### config.mk
export PLATFORM = sky130hd
export DESIGN_NAME = cla_seq_adder_flat
export DESIGN_NICKNAME = d
export VERILOG_FILES = /design/src/rtl/cla_seq_adder_if.sv /design/src/rtl/cla_seq_adder.sv /design/src/flat_wrapper.sv
export SDC_FILE = /design/constraint.sdc
export NUM_CORES = 1
export LEC_CHECK = 0
export CAP_MARGIN = 20
export CORE_ASPECT_RATIO = 0.7
export CORE_UTILIZATION = 35
export CTS_CLUSTER_SIZE = 12
export DETAILED_ROUTE_END_ITERATION = 12
export DONT_BUFFER_PORTS = 1
export HOLD_SLACK_MARGIN = 0.15
export PLACE_DENSITY_LB_ADDON = 0.05
export SETUP_SLACK_MARGIN = 0.02
export SLEW_MARGIN = 10
export SYNTH_ARGS = -nofsm -noshare
export SYNTH_HDL_FRONTEND = slang
export SYNTH_SLANG_ARGS = --single-unit
### constraint.sdc
create_clock -name clk -period 4.7 [get_ports clk]
set_input_delay 1.41 -clock clk [delete_from_list [all_inputs] [get_ports clk]]
set_output_delay 1.41 -clock clk [all_outputs]
set_load 0.1 [all_outputs]
### src/rtl/cla_seq_adder_if.sv
// Operand/result handshake bundle for cla_seq_adder.
// The master issues start with operands; the slave returns busy/done and the registered result.
interface cla_seq_adder_if #(
  parameter int WIDTH = 32
) ();
  logic             start;
  logic [WIDTH-1:0] in_a;
  logic [WIDTH-1:0] in_b;
  logic             cin;
  logic             sub;
  logic             busy;
  logic             done;
  logic [WIDTH-1:0] sum;
  logic             cout;
  logic             ovf;

  modport master (
    output start, in_a, in_b, cin, sub,
    input  busy, done, sum, cout, ovf
  );

  modport slave (
    input  start, in_a, in_b, cin, sub,
    output busy, done, sum, cout, ovf
  );
endinterface

### src/rtl/cla_seq_adder.sv
// Multi-cycle carry-lookahead adder/subtractor: one BLOCK-bit slice per clock,
// built from 4-bit lookahead groups, with the inter-slice carry held in a register.
module cla_seq_adder #(
  parameter int WIDTH = 32,
  parameter int BLOCK = 8
) (
  input  logic            clk,
  input  logic            rst_n,
  cla_seq_adder_if.slave  bus
);
  localparam int N      = WIDTH / BLOCK;
  localparam int GROUPS = BLOCK / 4;
  localparam int CNT_W  = (N > 1) ? $clog2(N) : 1;

  typedef enum logic [1:0] {IDLE, RUN, DONE} state_t;

  state_t           state_q;
  logic [CNT_W-1:0] cnt_q;
  logic [WIDTH-1:0] a_q, b_q, work_q, sum_q;
  logic             carry_q, cout_q, ovf_q, busy_q, done_q;

  logic [BLOCK-1:0] sa, sb, gen, prop, slice_sum;
  logic [BLOCK-1:0] bit_c;
  logic [GROUPS-1:0] grp_g, grp_p;
  logic [GROUPS:0]  grp_c;
  logic [WIDTH-1:0] work_next;
  logic             slice_cout, slice_cmsb, last, accept;

  // Carry into position n in sum-of-products form: every carry is a flat
  // function of the generates, propagates and c0, never of a previous carry.
  function automatic logic la_carry(input logic [BLOCK-1:0] g, input logic [BLOCK-1:0] p,
                                    input logic c0, input int n);
    logic res, term;
    res = c0;
    for (int k = 0; k < BLOCK; k++)
      if (k < n) res = res & p[k];
    for (int k = 0; k < BLOCK; k++) begin
      if (k < n) begin
        term = g[k];
        for (int m = 0; m < BLOCK; m++)
          if (m > k && m < n) term = term & p[m];
        res = res | term;
      end
    end
    return res;
  endfunction

  // NOTE: every always_comb output is assigned before any conditional use so no latch is inferred.
  always_comb begin
    sa    = a_q[cnt_q*BLOCK +: BLOCK];
    sb    = b_q[cnt_q*BLOCK +: BLOCK];
    gen   = sa & sb;
    prop  = sa ^ sb;
    grp_g = '0;
    grp_p = '0;
    grp_c = '0;
    bit_c = '0;
    for (int g = 0; g < GROUPS; g++) begin
      grp_g[g] = la_carry(BLOCK'(gen[4*g +: 4]), BLOCK'(prop[4*g +: 4]), 1'b0, 4);
      grp_p[g] = &prop[4*g +: 4];
    end
    for (int j = 0; j <= GROUPS; j++)
      grp_c[j] = la_carry(BLOCK'(grp_g), BLOCK'(grp_p), carry_q, j);
    for (int g = 0; g < GROUPS; g++)
      for (int i = 0; i < 4; i++)
        bit_c[4*g+i] = la_carry(BLOCK'(gen[4*g +: 4]), BLOCK'(prop[4*g +: 4]), grp_c[g], i);
    slice_sum  = prop ^ bit_c;
    slice_cout = grp_c[GROUPS];
    slice_cmsb = bit_c[BLOCK-1];
    work_next  = work_q;
    work_next[cnt_q*BLOCK +: BLOCK] = slice_sum;
  end

  assign last   = (cnt_q == CNT_W'(N - 1));
  assign accept = bus.start && (state_q == IDLE || state_q == DONE);

  // NOTE: sequential state uses non-blocking assignments so every register samples pre-edge values.
  always_ff @(posedge clk or negedge rst_n) begin
    if (!rst_n) begin
      // NOTE: the datapath work registers are cleared too, so an aborted operation leaves no residue.
      state_q <= IDLE;
      cnt_q   <= '0;
      a_q     <= '0;
      b_q     <= '0;
      work_q  <= '0;
      carry_q <= 1'b0;
      sum_q   <= '0;
      cout_q  <= 1'b0;
      ovf_q   <= 1'b0;
      busy_q  <= 1'b0;
      done_q  <= 1'b0;
    end else begin
      case (state_q)
        IDLE: done_q <= 1'b0;
        RUN: begin
          work_q  <= work_next;
          carry_q <= slice_cout;
          cnt_q   <= cnt_q + CNT_W'(1);
          if (last) begin
            sum_q   <= work_next;
            cout_q  <= slice_cout;
            ovf_q   <= slice_cmsb ^ slice_cout;
            busy_q  <= 1'b0;
            done_q  <= 1'b1;
            state_q <= DONE;
          end
        end
        DONE: begin
          done_q  <= 1'b0;
          state_q <= IDLE;
        end
        default: state_q <= IDLE;
      endcase

      // Subtraction is folded into the operands here: A + ~B + ~borrow.
      if (accept) begin
        a_q     <= bus.in_a;
        b_q     <= bus.sub ? ~bus.in_b : bus.in_b;
        carry_q <= bus.cin ^ bus.sub;
        cnt_q   <= '0;
        busy_q  <= 1'b1;
        state_q <= RUN;
      end
    end
  end

  assign bus.busy = busy_q;
  assign bus.done = done_q;
  assign bus.sum  = sum_q;
  assign bus.cout = cout_q;
  assign bus.ovf  = ovf_q;
endmodule

### src/flat_wrapper.sv
// flat-port wrapper written by rule: the top's interface ports become plain ports
module cla_seq_adder_flat 
#(
  parameter int WIDTH = 32,
  parameter int BLOCK = 8
)
  (clk, rst_n, bus_start, bus_in_a, bus_in_b, bus_cin, bus_sub, bus_busy, bus_done, bus_sum, bus_cout, bus_ovf);
  cla_seq_adder_if #(.WIDTH(WIDTH)) bus_i ();
  input  logic clk;
  input  logic rst_n;
  input wire logic [$bits(bus_i.start)-1:0] bus_start;
  input wire logic [$bits(bus_i.in_a)-1:0] bus_in_a;
  input wire logic [$bits(bus_i.in_b)-1:0] bus_in_b;
  input wire logic [$bits(bus_i.cin)-1:0] bus_cin;
  input wire logic [$bits(bus_i.sub)-1:0] bus_sub;
  output wire logic [$bits(bus_i.busy)-1:0] bus_busy;
  output wire logic [$bits(bus_i.done)-1:0] bus_done;
  output wire logic [$bits(bus_i.sum)-1:0] bus_sum;
  output wire logic [$bits(bus_i.cout)-1:0] bus_cout;
  output wire logic [$bits(bus_i.ovf)-1:0] bus_ovf;
  assign bus_i.start = bus_start;
  assign bus_i.in_a = bus_in_a;
  assign bus_i.in_b = bus_in_b;
  assign bus_i.cin = bus_cin;
  assign bus_i.sub = bus_sub;
  assign bus_busy = bus_i.busy;
  assign bus_done = bus_i.done;
  assign bus_sum = bus_i.sum;
  assign bus_cout = bus_i.cout;
  assign bus_ovf = bus_i.ovf;
  cla_seq_adder #(.WIDTH(WIDTH), .BLOCK(BLOCK)) u_core (.clk(clk), .rst_n(rst_n), .bus(bus_i));
endmodule
* Word-level counts from Yosys, hierarchy flattened
Index checks and enable logic that the tools add are counted.
Storage, ports and cells: register bits 137, input port bits 69, output and inout port bits 36, word-level logic and storage cells 98
Operators by class: $add $sub $neg 2, eq/ne operators 6, shift operators 4, multiplexer cells 14, bitwise logic cells 48, reduce and logical (&&, ||, !) cells 13
Operators with widths (number):
- variable part select 32 x 6 -> 8 bit | 2
- negator 5 -> 34 bit | 1
- variable shift 8 x 34 -> 32 bit (first input constant) | 1
- variable part select 8 x 34 -> 32 bit | 1
- bitwise mux 32 bit | 1
- two-way mux 32 bit | 1
- NOT 32 bit | 1
- bitwise AND 1 bit | 21
- bitwise OR 1 bit | 21
- XOR 8 bit | 2
- bitwise AND 8 bit | 1
- two-way mux 2 bit | 4
- AND reduction 2 bit | 4
- AND reduction 4 bit | 2
- two-way mux 1 bit | 6
- nonzero test 2 bit | 3
- == test 2 bit (second input constant) | 2
- inequality test 2 x 1 -> 1 bit (second input constant) | 2
- case mux 2 bit (2 select lines) | 1
- inequality test 3 x 1 -> 1 bit (second input constant) | 1
- adder 2 x 1 -> 2 bit (second input constant) | 1
- == test 2 x 1 -> 1 bit (second input constant) | 1
- logical NOT 2 bit | 1
- case mux 1 bit (2 select lines) | 1
- other kinds (4) | 5

* Logic depth before layout (Yosys ltp)
Gate-level depths: netlist of run 1.
depth after elaboration 18, mapped depth 14, gate-level depth less buffers 12

* Least setup slack after synthesis of run 1
No wires, ideal clock.
kind flip-flop to flip-flop, from reg u_core.cnt_q[0], to reg u_core.sum_q[23], in the netlist u_core.bus.sum[23], setup time 83 ps, arrival time 3554 ps, required time 4617 ps, path slack 1063 ps, stages on the path, launching flop included 15, buffers on the path 2, period minus slack after synthesis 3637 ps, cells stage by stage dfrtp_1 > buf_4 > buf_2 > mux4_2 > ha_1 > a211oi_1 > nor2_1 > o21ai_0 > nand2b_1 > ha_1 > o211ai_1 > nand2_1 > xor2_1 > a22oi_1 > o21ai_0
Between the ends: word-level cells in the longest chain between the ends 18, elaborated cells between the ends (all ways) 44, those cells by class add/sub: 1; eq/ne: 1; shift: 4; mux: 1; bitwise: 35; reduce/logical: 2
RTL lines:
- start, declared | line cla_seq_adder.sv:18 | logic [CNT_W-1:0] cnt_q;
- start signal, assigned | line cla_seq_adder.sv:98 | cnt_q <= cnt_q + CNT_W'(1);
- variable part select 32 x 6 -> 8 bit (on tied branches) | line cla_seq_adder.sv:50, cla_seq_adder.sv:51
- bitwise AND 8 bit or XOR 8 bit (tied branches) | line cla_seq_adder.sv:52, cla_seq_adder.sv:53
- bitwise AND 1 bit (3 in series) | line cla_seq_adder.sv:41 | if (m > k && m < n) term = term & p[m];
- bitwise OR 1 bit (4 in series) | line cla_seq_adder.sv:42 | res = res | term;
- bitwise AND 1 bit (3 in series) | line cla_seq_adder.sv:36 | if (k < n) res = res & p[k];
- bitwise OR 1 bit (3 in series) | line cla_seq_adder.sv:42
- XOR 8 bit | line cla_seq_adder.sv:67 | slice_sum = prop ^ bit_c;
- variable part select 8 x 34 -> 32 bit | line cla_seq_adder.sv:71 | work_next[cnt_q*BLOCK +: BLOCK] = slice_sum;
- bitwise mux 32 bit | line cla_seq_adder.sv:71
- end signal, assigned | line cla_seq_adder.sv:100 | sum_q <= work_next;
- end, declared | line cla_seq_adder.sv:19 | logic [WIDTH-1:0] a_q, b_q, work_q, sum_q;
Parallel ways exist; a longest one is shown, timed or not. A chain may end at the register's enable or synchronous reset.

* Worst setup path after layout of run 1
from reg u_core.cnt_q[0], to reg u_core.sum_q[29], in the netlist u_core.bus.sum[29]
The elaborated chain is that of the path after synthesis.

==> out/qor.yml, run 1 <==
synth:
  seq_area_frac_synth_pct: 54.1
  synth.largest_area_cell: "dfrtp_1"
  yosysUniqueCellTypes: 36
  ys_seq_elements: 137
  synth_top_area_share_pct: 54.1
  synth-compound-area-share_pct: 14.5
  synthSimpleGateAreaFrac_pct: 14.0
  yosys_warnings: 0
  synth_common_cells: "nand2_1 (165), dfrtp_1 (137), o21ai_0 (58)"
  yosysMostFrequentCell: "nand2_1"
  synth_edf_count: 0
  synth_fa_ha_area_share_pct: 3.79
  avgSynthCellArea_um2: 10.6
  synth_top_family_by_area: "compound AO/OA/AOI/OAI gates"
  syn_inst: 599
  synth_area_mm2: 0.00634
  synth-xor-area-share_pct: 5.25
  synth_ff_type: "dfrtp_1"
  syn-num-nets: 686
  synthMuxAreaShare_pct: 5.68
  synthTopCellsByArea: "dfrtp_1 (54%), nand2_1 (9.8%), mux4_2 (5.7%)"
  async_flop_share_pct: 100
place:
  dpl.hpwl_um: 11300
  gp_congestion: 0.795
  portBuffers: 0
cells_and_area:
  final_net_count: 678
  fill_cells: 1672
  syn2layout_area_growth_pct: 12.4
  drive_above_1_share_pct: 9.62
  diodes: 0
cts:
  cts_setup_buffers: 0
  cts.sinks: 137
  clkTransAtPathRegs_ns: 0.06
  clock_tree.buffer_depth: 2
  insertion_delay_ns: 0.43
  root_buffer: "clkbuf_16"
  cts-hold-fix-buffers: 0
  cts_resized: 0
  htreeDepth: 4
  numCtsBuffers: 17
  cts_tree: "yes"
worst_setup_path:
  timing.rr.start: "u_core.cnt_q[0]$_DFFE_PN0P_"
  cp-start-kind: "register"
  crit_path_end_kind: "register"
  crit_top_cell: "o21ai_0"
  setup.reg_to_reg.worst_slack_ns: 0.72
  reg2reg_to: "u_core.bus.sum[29]$_DFFE_PN0P_"
  crit_required_ns: 5.04
  critPathMaxFanout: 11
  critPathKind: "register to register"
  slowest_delay_ns: 0.80
  crit_chain: "buf_4 > mux4_2 > ha_1 > o21ai_0 > nor2_1 > o21ai_0 > nand2b_1 > fa_1 > xor2_1 > a22oi_1 > o21ai_0"
  ff2ff_path_depth: 11
  critical_path_arrival_ns: 4.32
  crit_slowest_cell: "dfrtp_1"
  crit_family: "flip-flops"
  path_buf_inv: 1
run:
  maxCapViolCount: 0
timing:
  max_freq_mhz: 251
  worst_slew_pin_slew_ns: 1.00
  tns_ns: 0
  period_needed_ns: 3.98
  period_share_pct: 84.6
  finalHoldViolCount: 0
  max-slew-margin-rel_pct: 32.8
  rsz0062_at_grt: "no"
  finClkSkew_ns: 0.0204
  slew_violations: 0
  setup_viol: 0
min_path:
  hold_depth: 2
  hold_end: "u_core.a_q[29]$_DFFE_PN0P_"
  hp-class: "register to register"
  worstHoldStart: "u_core.a_q[29]$_DFFE_PN0P_"
die:
  die_area_mm2: 0.0187
  start_util_pct: 36.4
  die_h_um: 115
  core_area_mm2: 0.0174
  io_pins: 105
  die_w_um: 163
  num_rows: 40
routing:
  wl_um: 16400
  wl_per_cell_um: 19.6
  drt-vias-per-instance: 5.21
  vias: 4341
  ant_nets: 0
  drc: 0
  first_pass_iters: 4
  drt_iter0_markers: 309
status:
  status: "finished clean"
global_routing:
  grt-ovfl-total: 0
  antenna_found_initial: 0
  grtUsageTotal_pct: 19.1
  grt_pass1_wl_um: 26400
  grt_max_degree: 138
  grt_pass1_vias: 4466
-- kinds of logic (layout without fill, tap and decap cells) --
logic type,Yosys count,in the layout
compound gates,135,135
xor+xnor,38,38
fa+ha+maj,18,18
buf+inv,42,46
flops,137,137
mux,16,16
simple gates,213,213
-- cells in the final DEF (no fill, tap or decap), drive strengths merged, types with 5 or more instances in the layout --
master / instances
o21ai: 60
buf: 7
mux4: 16
a221oi: 13
nand2: 165
a22o: 33
nor2: 31
clkbuf: 24
inv: 5
clkinv: 6
xnor2: 34
dfrtp: 137
ha: 16
a22oi: 15
-- metrics by stage --
stage / hold slack [ns] / area (um^2) / worst slack, ns / utilization [%] / instances
final: 0.471 / 7130 / 0.723 / 40.9 / 834
after global routing: 0.498 / 7130 / 0.237 / 40.9 / 834
after CTS: 0.473 / 7120 / 0.589 / 40.9 / 833
after detailed placement: 0.459 / 6540 / 0.604 / 37.6 / 802
after global placement: 0.455 / 6540 / 0.741 / 37.6 / 802
after floorplan: 0.440 / 6340 / 1.06 / - / 599
-- flip-flops by register name, indices dropped and copies added, names as in the netlist, 2 cells and up --
name and count:
u_core.a_q 32, u_core.b_q 32, u_core.bus.sum 32, u_core.work_q 32, u_core.cnt_q 2, u_core.state_q 2
-- cell type report --
type,instances,area [um^2],share of cell area [%]
clock buffer,23,458,6.42
clock inverter,8,121,1.70
inverter,7,26.3,0.369
multi-input combinational,420,2750,38.5
sequential,137,3430,48.1
tap,231,289,4.05
timing repair buffer,8,57.6,0.807
-- per-layer routing --
layer	wire (um)	track usage, %
met1	8620	30.1
met2	6350	24.1
met3	1230	6.05
met4	159	5.92
met5	0	0
-- worst max-delay path by stage --
stage	start	endpoint	cells after the start
detailed placement	u_core.cnt_q[0]$_DFFE_PN0P_	u_core.bus.sum[13]$_DFFE_PN0P_	11
finish	u_core.cnt_q[0]$_DFFE_PN0P_	u_core.bus.sum[29]$_DFFE_PN0P_	11
global placement	u_core.cnt_q[0]$_DFFE_PN0P_	u_core.bus.sum[21]$_DFFE_PN0P_	11
global route	u_core.cnt_q[0]$_DFFE_PN0P_	u_core.bus.sum[23]$_DFFE_PN0P_	13
CTS	u_core.cnt_q[0]$_DFFE_PN0P_	u_core.bus.sum[13]$_DFFE_PN0P_	11
floorplan	u_core.cnt_q[0]$_DFFE_PN0P_	u_core.bus.sum[23]$_DFFE_PN0P_	14
-- worst reg2reg max path: stages (launching register included) --
cell and delay [ns]:
dfrtp_1 0.80, buf_4 0.32, mux4_2 0.53, ha_1 0.33, o21ai_0 0.22, nor2_1 0.06
o21ai_0 0.15, nand2b_1 0.12, fa_1 0.45, xor2_1 0.62, a22oi_1 0.14, o21ai_0 0.18
Power of run 1 is left out: the tool's default activity adds up to more than one toggle a clock period on the data nets, which glitch-free logic cannot reach.
==> inputs of run 2 (changes only) <==
Settings changed: ABC_AREA set to 1.
Clock period 4.7 ns to 3.32 ns, I/O delays scaled along.
==> out/qor.yml, run 2 <==
die:
  start_util_pct: 36.0  # -0.45 points
  num_rows: 42  # +5.0%
  core_area_mm2: 0.0190  # +8.9%
  die_area_mm2: 0.0201  # +7.5%
  io_pins: 105  # unchanged
  die_h_um: 119  # +3.7%
  die_w_um: 169  # +3.7%
synth:
  synth_top_area_share_pct: 50.3  # -3.8 points
  synth-compound-area-share_pct: 11.3  # -3.2 points
  async_flop_share_pct: 100  # unchanged
  ys_seq_elements: 137  # unchanged
  synth_top_family_by_area: "simple AND/OR/NAND/NOR gates"
  synth.largest_area_cell: "dfrtp_1"
  avgSynthCellArea_um2: 9.05  # -15%
  synth_fa_ha_area_share_pct: 3.52  # -0.27 points
  synth_common_cells: "nand2_1 (234), dfrtp_1 (137), o21ai_0 (81)"
  syn-num-nets: 841  # +23%
  synthSimpleGateAreaFrac_pct: 19.4  # +5.5 points
  synth-xor-area-share_pct: 4.62  # -0.63 points
  yosys_warnings: 0  # unchanged
  synth_edf_count: 0  # unchanged
  yosysMostFrequentCell: "nand2_1"
  synth_ff_type: "dfrtp_1"
  synthMuxAreaShare_pct: 5.28  # -0.40 points
  syn_inst: 754  # +26%
  synthTopCellsByArea: "dfrtp_1 (50%), nand2_1 (13%), o21ai_0 (5.9%)"
  yosysUniqueCellTypes: 37  # +2.8%
  seq_area_frac_synth_pct: 50.3  # -3.8 points
  synth_area_mm2: 0.00682  # +7.6%
worst_setup_path:
  crit_chain: "clkinvlp_2 > o21ai_0 > o22ai_1 > ha_1 > nand2_1 > nor3b_1 > or2_2 > fa_2 > inv_1 > o32ai_2 > nand2_1 > o21ai_1"
  crit_required_ns: 3.67  # -1.37 ns
  critical_path_arrival_ns: 3.44  # -0.88 ns
  crit_top_cell: "nand2_1"
  critPathKind: "register to register"
  cp-start-kind: "register"
  crit_path_end_kind: "register"
  crit_slowest_cell: "fa_2"
  critPathMaxFanout: 5  # -6
  path_buf_inv: 2  # +1
  crit_family: "adder cells"
  slowest_delay_ns: 0.58  # -0.22 ns
cts:
  cts_tree: "yes"
  clock_tree.buffer_depth: 2  # unchanged
  htreeDepth: 4  # unchanged
  insertion_delay_ns: 0.43  # about the same
  root_buffer: "clkbuf_16"
  cts.sinks: 137  # unchanged
  numCtsBuffers: 17  # unchanged
  clkTransAtPathRegs_ns: 0.06  # about the same
  cts-hold-fix-buffers: 0  # unchanged
global_routing:
  grt_max_degree: 138  # unchanged
  grt-ovfl-total: 0  # unchanged
  grt_pass1_wl_um: 28600  # +8.2%
  antenna_found_initial: 0  # unchanged
  grt_pass1_vias: 5040  # +13%
  grtUsageTotal_pct: 18.8  # -0.36 points
cells_and_area:
  layout_commonest_cell: "nand2_1"
  diodes: 0  # unchanged
  drive_above_1_share_pct: 17.3  # +7.7 points
  fill_cells: 1876  # +12%
  final_cell_mix: "nand2_1 (233), dfrtp_1 (135), o21ai_0 (79)"
  syn2layout_area_growth_pct: 14.5
  final_net_count: 838  # +24%
  design_area_mm2: 0.00781  # +9.5%
timing:
  hold_ws_ns: 0.266  # -0.206 ns
  period_needed_ns: 3.09  # -0.884 ns
  finClkSkew_ns: 0.0116  # -0.00878 ns
  max-slew-margin-rel_pct: 31.6  # -1.2 points
  worst_slew_pin_slew_ns: 1.03  # +0.0221 ns
  setup_slack_ns: 0.227  # -0.496 ns
  period_share_pct: 93.2  # +8.5 points
  finalHoldViolCount: 0  # unchanged
  setup_viol: 0  # unchanged
  max_freq_mhz: 323  # +29%
  rsz0062_at_grt: "no"
  slew_violations: 0  # unchanged
  tns_ns: 0  # unchanged
min_path:
  hp-class: "input pin to asynchronous set/reset pin"
routing:
  drc: 0  # unchanged
  ant_nets: 0  # unchanged
  drt-vias-per-instance: 4.95  # -4.8%
  drt_iter0_markers: 368  # +19%
  vias: 5093  # +17%
  first_pass_iters: 5  # +1
  wl_um: 18000  # +10%
  wl_per_cell_um: 17.6  # -11%
place:
  placed_cell_area_mm2: 0.00705  # +7.7%
  dpl.hpwl_um: 12400  # +9.5%
  portBuffers: 0  # unchanged
  dp_slack_ns: 0.0974  # -0.507 ns
  gp_congestion: 0.834  # +4.9%
run:
  maxCapViolCount: 0  # unchanged
status:
  status: "finished clean"
[run 2: cell types whose count changed in the layout (fill, tap and decap cells not counted), moves of 10 or more]
cell	before	now
a22o_1	33	0
nand2_1	165	233
o21ai_0	58	79
mux4_2	16	0
o22ai_1	0	27
inv_1	4	33
a221oi_1	13	0
mux2_2	0	32
a22oi_1	15	0
nand3_1	0	10
o21ai_1	2	13
[run 2: kinds of logic (layout without fill, tap and decap cells)]
family,after synthesis,in the layout
AOI/OAI and AO/OA,134,134
muxes,32,32
and+or+nand+nor,312,312
xor gates and xnor gates,36,36
DFF,137,137
adders and majority gates,18,18
buffers and inverters,85,95
[run 2: timing repair]
item / in CTS / in global routing
endpoints found under the setup margin: 0 / 31
resized for setup: 0 / 26
setup buffers: 0 / 4
[run 2: per-stage QoR]
step                      instances  utilization, %
after CTS                      1021            40.2
after floorplan                 754               -
after detailed placement        989            37.2
final                          1028            41.2
after global placement          989            37.2
after global routing           1028            41.2
[run 2: path summary, 6_finish.rpt]
| kind | from | to | slack [ns] | cells after the start |
|---|---|---|---|---|
| worst max-delay path | u_core.cnt_q[1]$_DFFE_PN0P_ | u_core.work_q[20]$_DFFE_PN0P_ | 0.23 | 12 |
| worst min-delay path | rst_n | u_core.a_q[21]$_DFFE_PN0P_ | 0.27 | 0 |
| worst max register to register | u_core.cnt_q[1]$_DFFE_PN0P_ | u_core.work_q[20]$_DFFE_PN0P_ | 0.23 | 12 |
| worst min register to register | u_core.work_q[27]$_DFFE_PN0P_ | u_core.work_q[27]$_DFFE_PN0P_ | 0.48 | 2 |
| max in group asynchronous | rst_n | u_core.b_q[12]$_DFFE_PN0P_ | 2.82 | 0 |
| min in group clk | u_core.work_q[27]$_DFFE_PN0P_ | u_core.work_q[27]$_DFFE_PN0P_ | 0.48 | 2 |
[run 2: metal layers]
metal  wire, um  share of wire, %  vias up  track usage [%]
li1           -                 -     2474                -
met1       9450                52     2493             28.7
met2       7470                41      114             25.6
met3        954               5.3       12             4.59
met4        172              0.95        0             5.80
met5          0                 0        -                0
[run 2: area by class of cell]
cell class,instances,area [um^2],share of cell area (%)
Timing Repair inverter,1,5.00,0.0641
Inverter,43,170,2.18
Tap cell,264,330,4.23
Clock inverter,14,149,1.91
Sequential cell,137,3430,43.9
Multi-Input combinational cell,532,3070,39.3
Clock buffer,18,429,5.50
Timing Repair Buffer,19,228,2.92
Power of run 2 is left out for the same reason.
==> inputs of run 3 (changes only) <==
Settings changed: CAP_MARGIN 20 to not set, CELL_PAD_IN_SITES_DETAIL_PLACEMENT set to 2, CELL_PAD_IN_SITES_GLOBAL_PLACEMENT set to 2.
==> out/qor.yml, run 3 (synthesis results as in run 2) <==
worst_setup_path:
  critical_path_arrival_ns: 3.51  # +0.07 ns
  critPathKind: "register to register"
  setup.reg_to_reg.worst_slack_ns: 0.16  # -0.07 ns
  crit_chain: "buf_12 > o21ai_0 > o22ai_1 > ha_2 > nand4_1 > nand4_1 > or2_4 > fa_2 > inv_1 > o32ai_2 > nand2_1 > o21ai_1"
  crit_required_ns: 3.67  # about the same
  crit_slowest_cell: "fa_2"
  crit_path_end_kind: "register"
  slowest_delay_ns: 0.59  # about the same
  ff2ff_path_depth: 12  # unchanged
  cp-start-kind: "register"
  critPathMaxFanout: 13  # +8
  crit_top_cell: "nand4_1"
cts:
  htreeDepth: 4  # unchanged
  cts_tree: "yes"
  insertion_delay_ns: 0.43  # about the same
  cts-hold-fix-buffers: 0  # unchanged
  cts.sinks: 137  # unchanged
  root_buffer: "clkbuf_16"
  clkTransAtPathRegs_ns: 0.07  # about the same
  clock_tree.buffer_depth: 2  # unchanged
  numCtsBuffers: 17  # unchanged
die:
  start_util_pct: 36.0  # unchanged
  core_area_mm2: 0.0190  # unchanged
  die_h_um: 119  # unchanged
  die_area_mm2: 0.0201  # unchanged
  die_w_um: 169  # unchanged
  io_pins: 105  # unchanged
  num_rows: 42  # unchanged
cells_and_area:
  final_cell_mix: "nand2_1 (232), dfrtp_1 (135), o21ai_0 (81)"
  syn2layout_area_growth_pct: 14.3
  drive_above_1_share_pct: 17.0  # -0.24 points
  layout_commonest_cell: "nand2_1"
  design_area_mm2: 0.00779  # -0.19%
  fill_cells: 2062  # +9.9%
  final_net_count: 837  # -0.12%
  diodes: 0  # unchanged
routing:
  drc: 0  # unchanged
  wl_um: 20800  # +15%
  ant_nets: 0  # unchanged
  drt-vias-per-instance: 5.13  # +3.5%
  drt_iter0_markers: 214  # -42%
  first_pass_iters: 4  # -1
  vias: 5266  # +3.4%
  wl_per_cell_um: 20.3  # +15%
timing:
  max-slew-margin-rel_pct: 31.3  # -0.30 points
  slew_violations: 0  # unchanged
  finClkSkew_ns: 0.0113  # -0.000324 ns
  period_share_pct: 95.3  # +2.2 points
  worst_slew_pin_slew_ns: 1.03  # +0.00444 ns
  max_freq_mhz: 316  # -2.3%
  finalHoldViolCount: 0  # unchanged
  setup_slack_ns: 0.155  # -0.0721 ns
  setup_viol: 0  # unchanged
  period_needed_ns: 3.16  # +0.0721 ns
global_routing:
  grt_pass1_wl_um: 33300  # +16%
  grt_max_degree: 138  # unchanged
  grt_pass1_vias: 5949  # +18%
  antenna_found_initial: 0  # unchanged
  grt-ovfl-total: 0  # unchanged
  grtUsageTotal_pct: 21.9  # +3.1 points
place:
  dp_slack_ns: -0.0183  # -0.116 ns
  dpl.hpwl_um: 14600  # +18%
  portBuffers: 0  # unchanged
  gp_congestion: 0.773  # -7.3%
  placed_cell_area_mm2: 0.00704  # -0.18%
run:
  maxCapViolCount: 0  # unchanged
min_path:
  hp-class: "input pin to asynchronous set/reset pin"
status:
  status: "finished clean"
[run 3: path summary, 6_finish.rpt]
| kind | to | from |
|---|---|---|
| max in group asynchronous | u_core.work_q[31]$_DFFE_PN0P_ | rst_n |
| min | u_core.bus.sum[4]$_DFFE_PN0P_ | rst_n |
| min in group clk | u_core.work_q[18]$_DFFE_PN0P_ | u_core.work_q[18]$_DFFE_PN0P_ |
| min reg2reg | u_core.work_q[18]$_DFFE_PN0P_ | u_core.work_q[18]$_DFFE_PN0P_ |
| max reg2reg | u_core.work_q[20]$_DFFE_PN0P_ | u_core.cnt_q[0]$_DFFE_PN0P_ |
| max | u_core.work_q[20]$_DFFE_PN0P_ | u_core.cnt_q[0]$_DFFE_PN0P_ |
[run 3: layer usage]
| metal | up-vias | global-route usage [%] | part of all wire (%) |
|---|---|---|---|
| met5 | - | 0 | 0 |
| met4 | 0 | 6.02 | 1.5 |
| met3 | 26 | 5.43 | 4.9 |
| met2 | 104 | 33.1 | 44 |
| met1 | 2679 | 30.8 | 50 |
| li1 | 2457 | - | - |
[run 3: what timing repair did]
action                                  in CTS  in global routing
gates resized for setup                      4                 18
endpoints found under the setup margin       5                 30
pin swaps                                    0                  4
setup buffers                                0                  5
gates cloned                                 0                  1
[run 3: cell type report]
type                    instances  area [um^2]  share of cell area [%]
repair buffers                 19          208                    2.66
clock inverters                13          135                    1.73
flip-flops and latches        137         3430                    44.0
clock buffers                  19          443                    5.68
well taps                     264          330                    4.24
inverters                      43          173                    2.22
multi-input cells             532         3070                    39.4
[run 3: critical path, delay by kind of cell, from the launching register on]
kind / cells / cell delay [ns]
adder cells (fa/ha/maj): 2 / 0.97
AO/OA/AOI/OAI: 4 / 0.79
AND/OR/NAND/NOR: 4 / 0.59
flip-flops: 1 / 0.49
buffers and inverters: 2 / 0.25
[run 3: stage by stage]
step	TNS, ns	cells	util [%]	hold slack (ns)
final	0	1027	41.1	0.253
after global routing	-0.338	1027	41.1	0.237
after CTS	0	1021	40.2	0.242
after detailed placement	-0.0183	989	37.1	0.470
after global placement	0	989	37.1	0.462
after floorplan	0	754	-	0.448
Power of run 3 is left out for the same reason.
